$ cat src/rtl/if_fetch_queue.sv
// Instruction-fetch queue between the PC register and decode: issues PCs to imem,
// tracks in-order responses, and drops wrong-path ones after a flush. Option: FETCH_BYPASS_EN.
module if_fetch_queue #(
  parameter int DEPTH = 4
) (
  input  logic        clk,
  input  logic        rst,
  input  logic [31:0] pc,
  input  logic        flush,
  output logic        stall_o,
  output logic        imem_req_valid,
  input  logic        imem_req_ready,
  output logic [31:0] imem_req_addr,
  input  logic        imem_resp_valid,
  input  logic [31:0] imem_resp_data,
  output logic        dec_valid,
  input  logic        dec_ready,
  output logic [31:0] dec_pc,
  output logic [31:0] dec_instr
);
  localparam int AW = $clog2(DEPTH);
  localparam int PW = AW + 1;
  localparam logic [PW:0] DEPTH_W = (PW + 1)'(DEPTH);

  logic [PW-1:0] wr_ptr_q, wr_ptr_d;
  logic [PW-1:0] fill_ptr_q, fill_ptr_d;
  logic [PW-1:0] rd_ptr_q, rd_ptr_d;
  logic [PW-1:0] drop_q, drop_d;
  logic [31:0]   pc_mem_q [DEPTH];
  logic [31:0]   pc_mem_d [DEPTH];
  logic [31:0]   instr_mem_q [DEPTH];
  logic [31:0]   instr_mem_d [DEPTH];
  logic [DEPTH-1:0] filled_q, filled_d;

  logic [AW-1:0] wr_idx, fill_idx, rd_idx;
  logic [PW-1:0] alloc, inflight;
  logic [PW:0]   occupancy;
  logic          req_fire, head_filled, drop_zero, bypass, dec_fire;

  assign wr_idx    = wr_ptr_q[AW-1:0];
  assign fill_idx  = fill_ptr_q[AW-1:0];
  assign rd_idx    = rd_ptr_q[AW-1:0];
  assign alloc     = wr_ptr_q - rd_ptr_q;
  assign inflight  = wr_ptr_q - fill_ptr_q;
  // Pending drops still occupy capacity: their responses have not yet arrived.
  assign occupancy = {1'b0, alloc} + {1'b0, drop_q};

  assign imem_req_valid = !rst && !flush && (occupancy < DEPTH_W);
  assign imem_req_addr  = pc;
  assign req_fire       = imem_req_valid && imem_req_ready;
  assign stall_o        = rst || (!flush && !req_fire);

  assign head_filled = filled_q[rd_idx];
  assign drop_zero   = (drop_q == '0);

`ifdef FETCH_BYPASS_EN
  // With no filled head and no pending drops, the arriving response is the head.
  assign bypass = !head_filled && drop_zero && imem_resp_valid;
`else
  assign bypass = 1'b0;
`endif

  assign dec_valid = !rst && !flush && (head_filled || bypass);
  assign dec_fire  = dec_valid && dec_ready;
  assign dec_pc    = dec_valid ? pc_mem_q[rd_idx] : 32'h0;
  assign dec_instr = dec_valid ? (head_filled ? instr_mem_q[rd_idx] : imem_resp_data) : 32'h0;

  always_comb begin
    wr_ptr_d    = wr_ptr_q;
    fill_ptr_d  = fill_ptr_q;
    rd_ptr_d    = rd_ptr_q;
    drop_d      = drop_q;
    pc_mem_d    = pc_mem_q;
    instr_mem_d = instr_mem_q;
    filled_d    = filled_q;
    if (flush) begin
      wr_ptr_d   = '0;
      fill_ptr_d = '0;
      rd_ptr_d   = '0;
      filled_d   = '0;
      drop_d     = inflight + drop_q - PW'(imem_resp_valid);
    end else begin
      if (req_fire) begin
        pc_mem_d[wr_idx] = pc;
        wr_ptr_d         = wr_ptr_q + 1'b1;
      end
      if (imem_resp_valid) begin
        if (!drop_zero) begin
          drop_d = drop_q - 1'b1;
        end else begin
          fill_ptr_d = fill_ptr_q + 1'b1;
          if (!(bypass && dec_ready)) begin
            instr_mem_d[fill_idx] = imem_resp_data;
            filled_d[fill_idx]    = 1'b1;
          end
        end
      end
      if (dec_fire) begin
        rd_ptr_d         = rd_ptr_q + 1'b1;
        filled_d[rd_idx] = 1'b0;
      end
    end
  end

  always_ff @(posedge clk or posedge rst) begin
    if (rst) begin
      wr_ptr_q   <= '0;
      fill_ptr_q <= '0;
      rd_ptr_q   <= '0;
      drop_q     <= '0;
      filled_q   <= '0;
    end else begin
      wr_ptr_q   <= wr_ptr_d;
      fill_ptr_q <= fill_ptr_d;
      rd_ptr_q   <= rd_ptr_d;
      drop_q     <= drop_d;
      filled_q   <= filled_d;
    end
  end

  for (genvar gi = 0; gi < DEPTH; gi++) begin : g_entry
    always_ff @(posedge clk or posedge rst) begin
      if (rst) begin
        pc_mem_q[gi]    <= '0;
        instr_mem_q[gi] <= '0;
      end else begin
        pc_mem_q[gi]    <= pc_mem_d[gi];
        instr_mem_q[gi] <= instr_mem_d[gi];
      end
    end
  end
endmodule

$ cat config.mk
export PLATFORM = sky130hd
export DESIGN_NAME = if_fetch_queue
export DESIGN_NICKNAME = d
export VERILOG_FILES = /design/src/rtl/if_fetch_queue.sv
export SDC_FILE = /design/constraint.sdc
export NUM_CORES = 1
export LEC_CHECK = 0
export CAP_MARGIN = 20
export CORE_ASPECT_RATIO = 1.1
export CORE_MARGIN = 1.5
export CORE_UTILIZATION = 59
export DETAILED_ROUTE_END_ITERATION = 6
export PLACE_DENSITY = 0.94
export SLEW_MARGIN = 20
export SYNTH_ARGS = -nofsm -noshare
export SYNTH_HDL_FRONTEND = slang
export SYNTH_SLANG_ARGS = --single-unit
$ cat constraint.sdc
create_clock -name clk -period 24.1 [get_ports clk]
set_clock_uncertainty 0.05 [all_clocks]
set_input_delay 6.025 -clock clk [delete_from_list [all_inputs] [get_ports clk]]
set_output_delay 6.025 -clock clk [all_outputs]
set_load 0.02 [all_outputs]
## Word level (Yosys, flattened, before mapping)

Index checks and enable logic that the tools add are counted.

- Flip-flop bits (word level): 272
- Output and inout bits: 99
- Word-level logic and storage cells: 99

- Muxes and demuxes: 36
- Reductions and logical operators: 23
- Add/subtract/negate cells: 9
- Equal/unequal tests: 1
- Magnitude comparators: 10
- Bitwise operators: 7

Operators with widths:

| kind | count |
|---|---|
| two-way mux 32 bit | 9 |
| bitwise mux 128 bit | 2 |
| binary-select mux 32 bit (select 2 bit) | 2 |
| demux 32 bit (select 2 bit) | 2 |
| two-way mux 3 bit | 10 |
| two-way mux 4 bit | 5 |
| logical AND 1 bit | 10 |
| adder 3 x 1 -> 3 bit, second input constant | 3 |
| >= comparator 3 bit, second input constant | 3 |
| inverter 2 -> 3 bit | 3 |
| nonzero test 2 bit | 4 |
| less-than comparator 2 x 3 -> 1 bit, second input constant | 2 |
| less-than comparator 3 x 1 -> 1 bit, second input constant | 2 |
| AND reduction 2 bit | 3 |
| subtractor 3 bit | 2 |
| adder 3 x 3 -> 4 bit | 1 |
| AND 4 bit | 1 |
| demux 1 bit (select 2 bit) | 2 |
| >= comparator 2 x 1 -> 1 bit, second input constant | 2 |
| less-than comparator 4 x 3 -> 1 bit, second input constant | 1 |
| inverter 4 bit | 1 |
| bitwise OR 4 bit | 1 |
| adder 3 bit | 1 |
| zero test 1 bit | 3 |
| 9 further kinds | 11 |

## Depth between registers and ports, before layout

Gate-level depths: netlist of run 1.

- Word-level depth: 11
- Gate-level depth with buffers: 14
- Gate-level depth less buffers: 11

## Worst setup path before layout of run 1

Ideal clock, no wire load.

- Path kind: in2out
- Start: input rst
- End: output stall_o
- Arrival time: 13.609 ns
- Data required time: 18.025 ns
- Stages on the path: 2
- Setup slack: 4.416 ns
- Cells stage by stage: inv_1 > o21ai_0

- Cells in the longest elaborated chain, start to end: 7

RTL lines:

| element | line | RTL |
|---|---|---|
| from (decl) | 7 | `input logic rst,` |
| zero test 1 bit (no line) | -- |  |
| logical AND 1 bit (2 in a row) | 48 | `assign imem_req_valid = !rst && !flush && (occupancy < DEPTH_W);` |
| logical AND 1 bit | 50 | `assign req_fire = imem_req_valid && imem_req_ready;` |
| zero test 1 bit | 51 | `assign stall_o = rst \|\| (!flush && !req_fire);` |
| logical AND 1 bit | 51 |  |
| logical OR 1 bit * | 51 |  |
| to (decl) | 10 | `output logic stall_o,` |

Mark *: on every way between the ends. The rest lies on a longest branch, timed or not.

## Final worst setup path of run 1

- Start: input rst
- End: output dec_pc[28]

- Cells in the longest elaborated chain, start to end: 4

RTL lines:

| element | line | RTL |
|---|---|---|
| zero test 1 bit (no line) | -- |  |
| logical AND 1 bit (2 in a row) | 63 | `assign dec_valid = !rst && !flush && (head_filled \|\| bypass);` |
| two-way mux 32 bit | 65 | `assign dec_pc = dec_valid ? pc_mem_q[rd_idx] : 32'h0;` |
| to (decl) | 18 | `output logic [31:0] dec_pc,` |

No other way between the ends.

==> qor.txt, run 1 <==
# diodes = 0
Commonest cells in the netlist = 272 x dfrtp_1, 247 x mux2_2, 67 x and2_1, 64 x mux4_2, 35 x buf_4
Area Overhead vs Synth = 19.4%
Vias = 7437
Clock Latency Late Sink = 0.52 ns
Register area share after synthesis = 0.527
Total die area = 22800 um^2
Routing usage on met1 = 0.307
Initial Util = 0.604
Tmin final = 14.71 ns
Final wirelength = 25800 um
CTS buffer count = 27
Initial antenna violation count = 2
Vias per cell = 5.77
Asr flop ratio synth = 1.00
Placeable Area = 21400 um^2
CTS tree = done
Most common cell in the netlist = dfrtp_1
Slew Viols, Final = 0
Status = finished clean
RSZ-0062 raised after global routing = no
Hold violation total from the final report = 0
Nature of the critical path endpoint = output pin
PostCTS Resize Cnt = 0
# clock sinks = 272
GP Congestion = 0.754
Met3 Use GR = 0.0378
Max_cap viols = 0
Share of cells above drive strength 1 = 0.373
Yosys top cell by area = dfrtp_1
Primary FF master, synth = dfrtp_1
Die Wd = 144 um
Crit path DAT = 8.64 ns
Top Usage Layer GRT = met2
GRT Util Overall = 0.235
H-tree levels = 1
Post-route DRC violation count = 0
Min-Delay Path Class = flip-flop to flip-flop
Final #Nets = 1073
Final TNS setup = 0 ns
Max VDD drop = 0.0000632 V
Power per cell area = 82.2 nW/um^2
Final setup violation count = 0
Count of cell types in the netlist = 36
Syn. warnings = 0
Seq cells post-synth = 272
Fin util = 0.721
CTS Buffer Depth = 3
Mapped Cells = 855
Die Ht = 158 um
Leakage power = 7.05 nW
First-pass GRT wire length = 41900 um
WP data required = 18.03 ns
Post-CTS Setup Bufs = 0
# rows = 56
Top-area cell type share of the netlist area = 0.527
Post-DRT Antenna Nets = 0
Worst-Margin Slew = 1.05 ns
GR Util met2 = 0.416
Cell Area, Synth = 12900 um^2
Overflow after GRT = 0
Drt pass-1 iters = 4
Synth area leaders = dfrtp_1 53%, mux2_2 22%, mux4_2 11%
CP Max Fanout = 67
Relative slew slack = 0.301
Syn Area/Cell = 15.1 um^2
Post-synth EDFFs = 0
Final cycle utilization of the critical path = 0.610
I/O Pins = 169
Fillers = 1412
Number of global-route vias before repair = 8040
Startpoint types = input port
Largest net degree at the start of global routing = 128
Post-DP HPWL = 15500 um
Hold buffers post-CTS = 0
Pwr Total = 0.00127 W
Buffers on Ports = 168
Average wire per standard cell = 20.0 um
Post-Synthesis Net Count = 948
1st-iter DRT viols = 225
CTS root buffer = clkbuf_16
Max Freq = 0.0680 GHz
Clock Pin Slew Worst Setup and Hold Paths = 0.06 ns
Setup CP Type = input port to output pin
## power breakdown
part / total, W / internal, W / switching, W
clock: 0.000411 / 0.000242 / 0.000169
combinational: 0.000260 / 0.000162 / 0.0000986
sequential: 0.000597 / 0.000547 / 0.0000502
## metal layers
metal / share of wire / up-vias
li1: - / 3294
met1: 0.42 / 3948
met2: 0.52 / 160
met3: 0.050 / 33
met4: 0.013 / 2
met5: 0.00050 / -
## path summary, 6_finish.rpt
| kind | start | slack (ns) | cells past startpoint | end |
|---|---|---|---|---|
| min in group asynchronous | rst | 6.18 | 2 | wr_ptr_q[2]$_DFFE_PP0P_ |
| max in group asynchronous | rst | 16.50 | 3 | pc_mem_q[52]$_DFFE_PP0P_ |
| setup reg to reg | rd_ptr_q[0]$_DFFE_PP0P_ | 20.06 | 11 | pc_mem_q[119]$_DFFE_PP0P_ |
| setup / recovery | rst | 9.39 | 6 | dec_pc[28] |
| hold reg to reg | pc_mem_q[103]$_DFFE_PP0P_ | 0.44 | 1 | pc_mem_q[103]$_DFFE_PP0P_ |
| hold / removal | pc_mem_q[103]$_DFFE_PP0P_ | 0.44 | 1 | pc_mem_q[103]$_DFFE_PP0P_ |
## layout make-up
| type | count | area (um^2) | area share |
|---|---|---|---|
| multi-input cells | 481 | 5520 | 0.358 |
| repair buffers | 181 | 1780 | 0.116 |
| flip-flops and latches | 272 | 6810 | 0.442 |
| clock buffers | 37 | 763 | 0.0495 |
| clock inverters | 10 | 106 | 0.00690 |
| inverters | 17 | 71.3 | 0.00463 |
| well taps | 290 | 363 | 0.0235 |
## cells by family (layout without fill, tap and decap cells)
group,Yosys count,in the layout,synth area share
adders and majority gates,23,23,0.0252
xor gates and xnor gates,10,10,0.00678
and+or+nand+nor,104,104,0.0475
buffers and inverters,102,245,0.0457
muxes,323,323,0.338
AOI/OAI and AO/OA,21,21,0.00998
DFF,272,272,0.527
## cells in the final DEF, fill, tap and decap left out, types with 2 or more instances in the layout
cell type and instances:
nand3_1 3, and2_1 67, clkdlybuf4s50_1 168, mux4_2 64, clkinv_2 6, a21oi_1 5, clkbuf_16 27, dfrtp_1 270
clkbuf_8 5, or3_1 2, bufinv_16 2, inv_1 15, a22oi_1 4, o21ai_0 7, nand2b_1 5, nor3_1 3
xnor2_1 9, fa_1 5, clkbuf_1 5, mux2_2 247, buf_4 12, nor2_1 4, mux2_1 12, ha_1 18
nand2_1 12
## per-stage QoR
stage	worst slack [ns]	instances	hold slack [ns]	instance area (um^2)
after floorplan	4.42	855	0.402	12900
after global placement	9.46	1241	0.412	14500
after detailed placement	9.35	1241	0.419	14500
after CTS	9.35	1288	0.440	15400
after global routing	9.19	1288	0.458	15400
final	9.39	1288	0.438	15400
## registers in the layout, indices dropped and copies added, names as in the netlist
signal,cells
drop_q,3
fill_ptr_q,3
filled_q,4
instr_mem_q,128
pc_mem_q,128
rd_ptr_q,3
wr_ptr_q,3
## critical path, cell delays in order
cell and delay (ns):
clkdlybuf4s50_1 0.58, nor3b_1 0.25, a22oi_1 0.15, inv_2 0.73, and2_1 0.26, clkdlybuf4s50_1 0.62
Power figures use the tool's default switching activity.
==> run 2, diff against run 1 <==
--- a/config.mk
+++ b/config.mk
@@ -8,9 +8,9 @@
 export CAP_MARGIN = 20
 export CORE_ASPECT_RATIO = 1.1
 export CORE_MARGIN = 1.5
-export CORE_UTILIZATION = 59
+export CORE_UTILIZATION = 56
 export DETAILED_ROUTE_END_ITERATION = 6
-export PLACE_DENSITY = 0.94
+export PLACE_DENSITY = 0.9
 export SLEW_MARGIN = 20
 export SYNTH_ARGS = -nofsm -noshare
 export SYNTH_HDL_FRONTEND = slang
==> constraint.sdc (replaced) <==
create_clock -name clk -period 15 [get_ports clk]
set_clock_uncertainty 0.05 [all_clocks]
set_input_delay 3.75 -clock clk [delete_from_list [all_inputs] [get_ports clk]]
set_output_delay 3.75 -clock clk [all_outputs]
set_load 0.02 [all_outputs]
==> run 2 against run 1 <==
Critical path type unchanged; register-to-register slack lost 9.5 ns; worst setup slack worse by 4.5 ns; critical path depth increased by 1; sequential share of layout area down 0.31 points; via count down 0.34%; total power up 65%; utilization shrank 3.8 points; sequential power grew 60%; cell area increased by 0.76%; routed wire length down 3.9%; count of clock-buffer cells in the layout is the same; global-route usage shrank 2.4 points.
==> qor.txt, run 2 (synthesis results as in run 1) <==
Status = finished clean
I/O Pins = 169 (unchanged)
Final #Nets = 1070 (-0.28%)
Average wire per standard cell = 19.1 um (-4.5%)
Startpoint types = input port
Leakage power = 7.09 nW (+0.57%)
Biggest regs = instr_mem_q: 128 flops, pc_mem_q: 128 flops, filled_q: 4 flops
1st-iter DRT viols = 429 (+91%)
First-pass GRT wire length = 40300 um (-3.8%)
GP Congestion = 0.775 (+2.7%)
Drt pass-1 iters = 4 (unchanged)
Die Ht = 162 um (+2.6%)
CTS buffer count = 27 (unchanged)
Area occupied by multi-input gates = 5530 um^2 (+0.14%)
Sw Ratio = 0.242 (-0.00804)
Slew Viols, Final = 0 (unchanged)
CP top delay family = buffers and inverters
Number of global-route vias before repair = 7917 (-1.5%)
Max incr delay on CP = 0.69 ns (-0.04 ns)
Post-DP HPWL = 15000 um (-3.2%)
Slowest-stage cell, CP = inv_2
Post-DRT Antenna Nets = 0 (unchanged)
Vias = 7412 (-0.34%)
Switching power = 0.000507 W (+60%)
Post-route DRC violation count = 0 (unchanged)
Crit path cell chain = clkdlybuf4s50_1 -> buf_4 -> nor3b_1 -> a22oi_1 -> inv_2 -> and2_1 -> clkdlybuf4s50_1
# rows = 58 (+3.6%)
H-tree levels = 1 (unchanged)
CP dominant cell by count = clkdlybuf4s50_1
CP Max Fanout = 67 (unchanged)
Final cycle utilization of the critical path = 0.676
Die Wd = 148 um (+2.6%)
Clock Pin Slew Worst Setup and Hold Paths = 0.06 ns (about the same)
P_int = 0.00158 W (+67%)
Initial Util = 0.568 (-0.0357)
Buf/Inv on CP = 4 (+1)
Register share of total power = 0.457 (-0.014)
Share of cells above drive strength 1 = 0.376 (+0.00276)
Power per cell area = 135 nW/um^2 (+64%)
WP data required = 11.20 ns (-6.83 ns)
Largest net degree at the start of global routing = 195 (+52%)
Vias per cell = 5.72 (-0.95%)
Setup CP Type = input port to output pin
Initial antenna violation count = 0 (-2)
Tmin final = 10.14 ns
Hold violation total from the final report = 0 (unchanged)
CTS root buffer = clkbuf_16
Sequential cell area = 6810 um^2 (about the same)
Fin util = 0.684 (-0.0376)
PostCTS Resize Cnt = 0 (unchanged)
Total die area = 24000 um^2 (+5.2%)
Min-Delay Path Class = flip-flop to flip-flop
Fillers = 1596 (+13%)
Buffers on Ports = 168 (unchanged)
Area Overhead vs Synth = 20.3%
Final wirelength = 24800 um (-3.9%)
Max Freq = 0.0986 GHz
GRT Util Overall = 0.211 (-0.0240)
CTS Buffer Depth = 3 (unchanged)
Crit path DAT = 6.34 ns (-2.30 ns)
# clock sinks = 272 (unchanged)
Worst-Margin Slew = 1.09 ns (+0.0398 ns)
Placeable Area = 22700 um^2 (+6.3%)
Max_cap viols = 0 (unchanged)
Most frequent cells in the layout = 270 x dfrtp_1, 247 x mux2_2, 168 x clkdlybuf4s50_1, 67 x and2_1, 64 x mux4_2
Nature of the critical path endpoint = output pin
Comb power frac = 0.200 (-0.005)
Hold buffers post-CTS = 0 (unchanged)
Relative slew slack = 0.274 (-0.0265)
CTS tree = done
# diodes = 0 (unchanged)
Max VDD drop = 0.0000926 V (+47%)
Clock Latency Late Sink = 0.52 ns (about the same)
Most common cell after layout, fill and taps aside = dfrtp_1
Final TNS setup = 0 ns (unchanged)
RSZ-0062 raised after global routing = no
Overflow after GRT = 0 (unchanged)
Post-CTS Setup Bufs = 0 (unchanged)
Final setup violation count = 0 (unchanged)
Power share of the clock group = 0.343 (+0.019)
==> run 2: changes by cell type in the layout (fill, tap and decap cells not counted), sizes merged <==
cell	delta
clkinv	-2
bufinv	+3
buf	-3
==> run 2: final timing paths <==
path                                          start                        to  slack, ns  depth (start not counted)
setup / recovery                              flush             dec_instr[30]       4.86                          7
hold / removal             pc_mem_q[47]$_DFFE_PP0P_  pc_mem_q[47]$_DFFE_PP0P_       0.43                          1
setup reg to reg            rd_ptr_q[1]$_DFFE_PP0P_  pc_mem_q[45]$_DFFE_PP0P_      10.60                         10
hold reg to reg            pc_mem_q[47]$_DFFE_PP0P_  pc_mem_q[47]$_DFFE_PP0P_       0.43                          1
max in group asynchronous                       rst  pc_mem_q[91]$_DFFE_PP0P_       9.49                          5
min in group asynchronous                       rst   wr_ptr_q[2]$_DFFE_PP0P_       3.73                          3
==> run 2: worst reg2reg max path: stages (launching register included) <==
cell and delay, ns:
dfrtp_4 1.16, inv_1 0.31, fa_1 0.48, xor2_1 0.20
xnor2_1 0.15, ha_1 0.26, nor4_2 0.23, and4_1 0.43
and2_1 0.17, buf_4 0.42, mux2_2 0.42
==> run 2: layer usage <==
layer | routed length, um | vias to the layer above | global-route usage
met5 | 0 | - | 0
met2 | 12400 | 187 | 0.366
met1 | 10700 | 3904 | 0.278
met4 | 408 | 0 | 0.0536
li1 | - | 3286 | -
met3 | 1260 | 35 | 0.0360
==> run 2: per-stage QoR <==
step / cell area [um^2] / hold WS (ns) / total power, W / cells / worst slack (ns)
6_report: 15500 / 0.432 / 0.00209 / 1296 / 4.86
3_3_place_gp: 14500 / 0.412 / 0.00136 / 1247 / 4.93
4_1_cts: 15500 / 0.435 / 0.00211 / 1295 / 4.85
2_1_floorplan: 12900 / 0.402 / 0.00126 / 855 / 2.33
5_1_grt: 15500 / 0.455 / 0.00219 / 1296 / 4.64
3_5_place_dp: 14500 / 0.421 / 0.00138 / 1247 / 4.85
==> run 2: area by class of cell <==
cell class	instances	share of cell area
Sequential cell	272	0.439
Multi-Input combinational cell	481	0.356
Timing Repair Buffer	178	0.115
Clock buffer	37	0.0498
Tap cell	300	0.0242
Clock inverter	11	0.0118
Inverter	17	0.00435
==> run 2: power groups by stage <==
stage | Combinational [W] | Clock, W | Sequential [W]
2_1_floorplan | 0.000326 | 0 | 0.000936
3_3_place_gp | 0.000403 | 0 | 0.000957
3_5_place_dp | 0.000418 | 0 | 0.000967
4_1_cts | 0.000422 | 0.000730 | 0.000955
5_1_grt | 0.000454 | 0.000759 | 0.000974
6_report | 0.000418 | 0.000717 | 0.000955
==> run 3, diff against run 2 <==
--- a/config.mk
+++ b/config.mk
@@ -8,9 +8,9 @@
 export CAP_MARGIN = 20
 export CORE_ASPECT_RATIO = 1.1
 export CORE_MARGIN = 1.5
-export CORE_UTILIZATION = 56
+export CORE_UTILIZATION = 50
 export DETAILED_ROUTE_END_ITERATION = 6
-export PLACE_DENSITY = 0.9
+export PLACE_DENSITY = 0.85
 export SLEW_MARGIN = 20
 export SYNTH_ARGS = -nofsm -noshare
 export SYNTH_HDL_FRONTEND = slang
==> constraint.sdc (replaced) <==
create_clock -name clk -period 8.83 [get_ports clk]
set_clock_uncertainty 0.05 [all_clocks]
set_input_delay 2.2075 -clock clk [delete_from_list [all_inputs] [get_ports clk]]
set_output_delay 2.2075 -clock clk [all_outputs]
set_load 0.02 [all_outputs]
==> run 3 against run 2 <==
Worst hold slack improved by 0.0011 ns; count of clock-buffer cells in the layout grew 3; total power up 74%; non-clock buffer count grew 6; cell count up 4.4%; combinational power up 70%; largest cell class unchanged.
==> qor.txt, run 3 (synthesis results as in run 1) <==
Status = finished clean
Slowest-stage cell, CP = clkdlybuf4s50_1
RSZ-0062 raised after global routing = no
Max Freq = 0.150 GHz
Hold buffers post-CTS = 0 (unchanged)
Setup CP Type = input port to output pin
Drt pass-1 iters = 4 (unchanged)
Share of cells above drive strength 1 = 0.380 (+0.00422)
Average wire per standard cell = 19.0 um (-0.86%)
Area Overhead vs Synth = 21.7%
Max incr delay on CP = 0.54 ns (-0.15 ns)
Slew Viols, Final = 0 (unchanged)
Post-DRT Antenna Nets = 0 (unchanged)
Crit path cell chain = clkdlybuf4s50_1 -> buf_4 -> nor3_1 -> a22oi_1 -> clkinv_1 -> buf_4 -> and2_1 -> clkdlybuf4s50_1
Crit path DAT = 4.41 ns (-1.93 ns)
Startpoint types = input port
Biggest regs = instr_mem_q: 128 flops, pc_mem_q: 128 flops, filled_q: 4 flops
Max_cap viols = 0 (unchanged)
Sw Ratio = 0.242 (-0.000293)
Final #Nets = 1077 (+0.65%)
H-tree levels = 1 (unchanged)
Post-DP HPWL = 15500 um (+2.9%)
1st-iter DRT viols = 356 (-17%)
Max VDD drop = 0.000214 V (+130%)
Clock Latency Late Sink = 0.53 ns (about the same)
Buffers on Ports = 168 (unchanged)
Initial Util = 0.509 (-0.0589)
I/O Pins = 169 (unchanged)
Pwr Total = 0.00363 W (+74%)
Vias = 7440 (+0.38%)
# clock sinks = 272 (unchanged)
Die Wd = 156 um (+5.7%)
Die Ht = 172 um (+5.7%)
CTS buffer count = 28 (+3.7%)
Register share of total power = 0.447 (-0.010)
Final setup violation count = 0 (unchanged)
Tmin final = 6.67 ns
CTS tree = done
GP Congestion = 0.713 (-7.9%)
Final TNS setup = 0 ns (unchanged)
Relative slew slack = 0.291 (+0.0167)
WP data required = 6.57 ns (-4.63 ns)
P_int = 0.00275 W (+74%)
Final wirelength = 25700 um (+3.5%)
First-pass GRT wire length = 42200 um (+4.6%)
Fillers = 1920 (+20%)
Nature of the critical path endpoint = output pin
Total die area = 26800 um^2 (+12%)
Largest net degree at the start of global routing = 197 (+1.0%)
Number of global-route vias before repair = 7946 (+0.37%)
Most frequent cells in the layout = 270 x dfrtp_1, 247 x mux2_2, 168 x clkdlybuf4s50_1, 67 x and2_1, 64 x mux4_2
Power share of the clock group = 0.358 (+0.015)
Post-route DRC violation count = 0 (unchanged)
GRT Util Overall = 0.199 (-0.0127)
Leakage power = 7.16 nW (+0.90%)
Initial antenna violation count = 1 (+1)
PostCTS Resize Cnt = 0 (unchanged)
CTS Buffer Depth = 3 (unchanged)
Power per cell area = 231 nW/um^2 (+72%)
Final cycle utilization of the critical path = 0.755
Placeable Area = 25300 um^2 (+12%)
Overflow after GRT = 0 (unchanged)
Switching power = 0.000880 W (+74%)
# rows = 61 (+5.2%)
CTS root buffer = clkbuf_16
Hold violation total from the final report = 0 (unchanged)
Clock Pin Slew Worst Setup and Hold Paths = 0.06 ns (about the same)
Post-CTS Setup Bufs = 0 (unchanged)
Vias per cell = 5.50 (-3.9%)
Most common cell after layout, fill and taps aside = dfrtp_1
Min-Delay Path Class = flip-flop to flip-flop
Comb power frac = 0.196 (-0.004)
CP Max Fanout = 41 (-39%)
Worst reg-to-reg setup slack = 4.68 ns (-5.92 ns)
Worst-Margin Slew = 1.06 ns (-0.0251 ns)
-- run 3: path summary, 6_finish.rpt --
kind                                          start                        to  cells after the start
max                                           flush              dec_instr[8]                      8
min                        pc_mem_q[35]$_DFFE_PP0P_  pc_mem_q[35]$_DFFE_PP0P_                      1
max reg2reg                 rd_ptr_q[0]$_DFFE_PP0P_  pc_mem_q[54]$_DFFE_PP0P_                     11
min reg2reg                pc_mem_q[35]$_DFFE_PP0P_  pc_mem_q[35]$_DFFE_PP0P_                      1
max in group asynchronous                       rst  pc_mem_q[62]$_DFFE_PP0P_                      5
min in group asynchronous                       rst   wr_ptr_q[1]$_DFFE_PP0P_                      3
-- run 3: layer usage --
metal	global-route usage	part of all wire	vias to the layer above	routed length [um]
li1	-	-	3297	-
met1	0.270	0.44	3943	11200
met2	0.338	0.50	164	12800
met3	0.0315	0.047	36	1220
met4	0.0460	0.017	0	430
met5	0	0	-	0
-- run 3: power groups by stage --
stage                     registers, W  clock network [W]  logic [W]
after global placement         0.00163                  0   0.000697
after CTS                      0.00162            0.00133   0.000717
after detailed placement       0.00164                  0   0.000710
after floorplan                0.00159                  0   0.000553
final                          0.00162            0.00130   0.000711
after global routing           0.00166            0.00138   0.000773
-- run 3: area by class of cell --
cell class / count / area, um^2 / share of cell area
Clock buffer: 40 / 857 / 0.0545
Inverter: 17 / 67.6 / 0.00430
Timing Repair Buffer: 184 / 1830 / 0.117
Clock inverter: 12 / 191 / 0.0122
Sequential cell: 272 / 6810 / 0.433
Tap cell: 346 / 433 / 0.0275
Antenna cell: 1 / 2.50 / 0.000159
Multi-Input combinational cell: 481 / 5520 / 0.351
-- run 3: worst max-delay path: cells and delay by family --
family | cells | cell delay (ns)
compound gates | 1 | 0.27
simple gates | 2 | 0.28
buf+inv | 5 | 1.63
-- run 3: stage by stage --
stage	hold WS, ns	cells	utilization	instance area [um^2]	worst slack (ns)
after floorplan	0.402	855	-	12900	-0.760
after global placement	0.413	1299	0.578	14600	2.19
after detailed placement	0.421	1299	0.578	14600	2.16
after CTS	0.439	1351	0.619	15700	2.15
after global routing	0.457	1352	0.620	15700	1.97
final	0.433	1353	0.620	15700	2.16
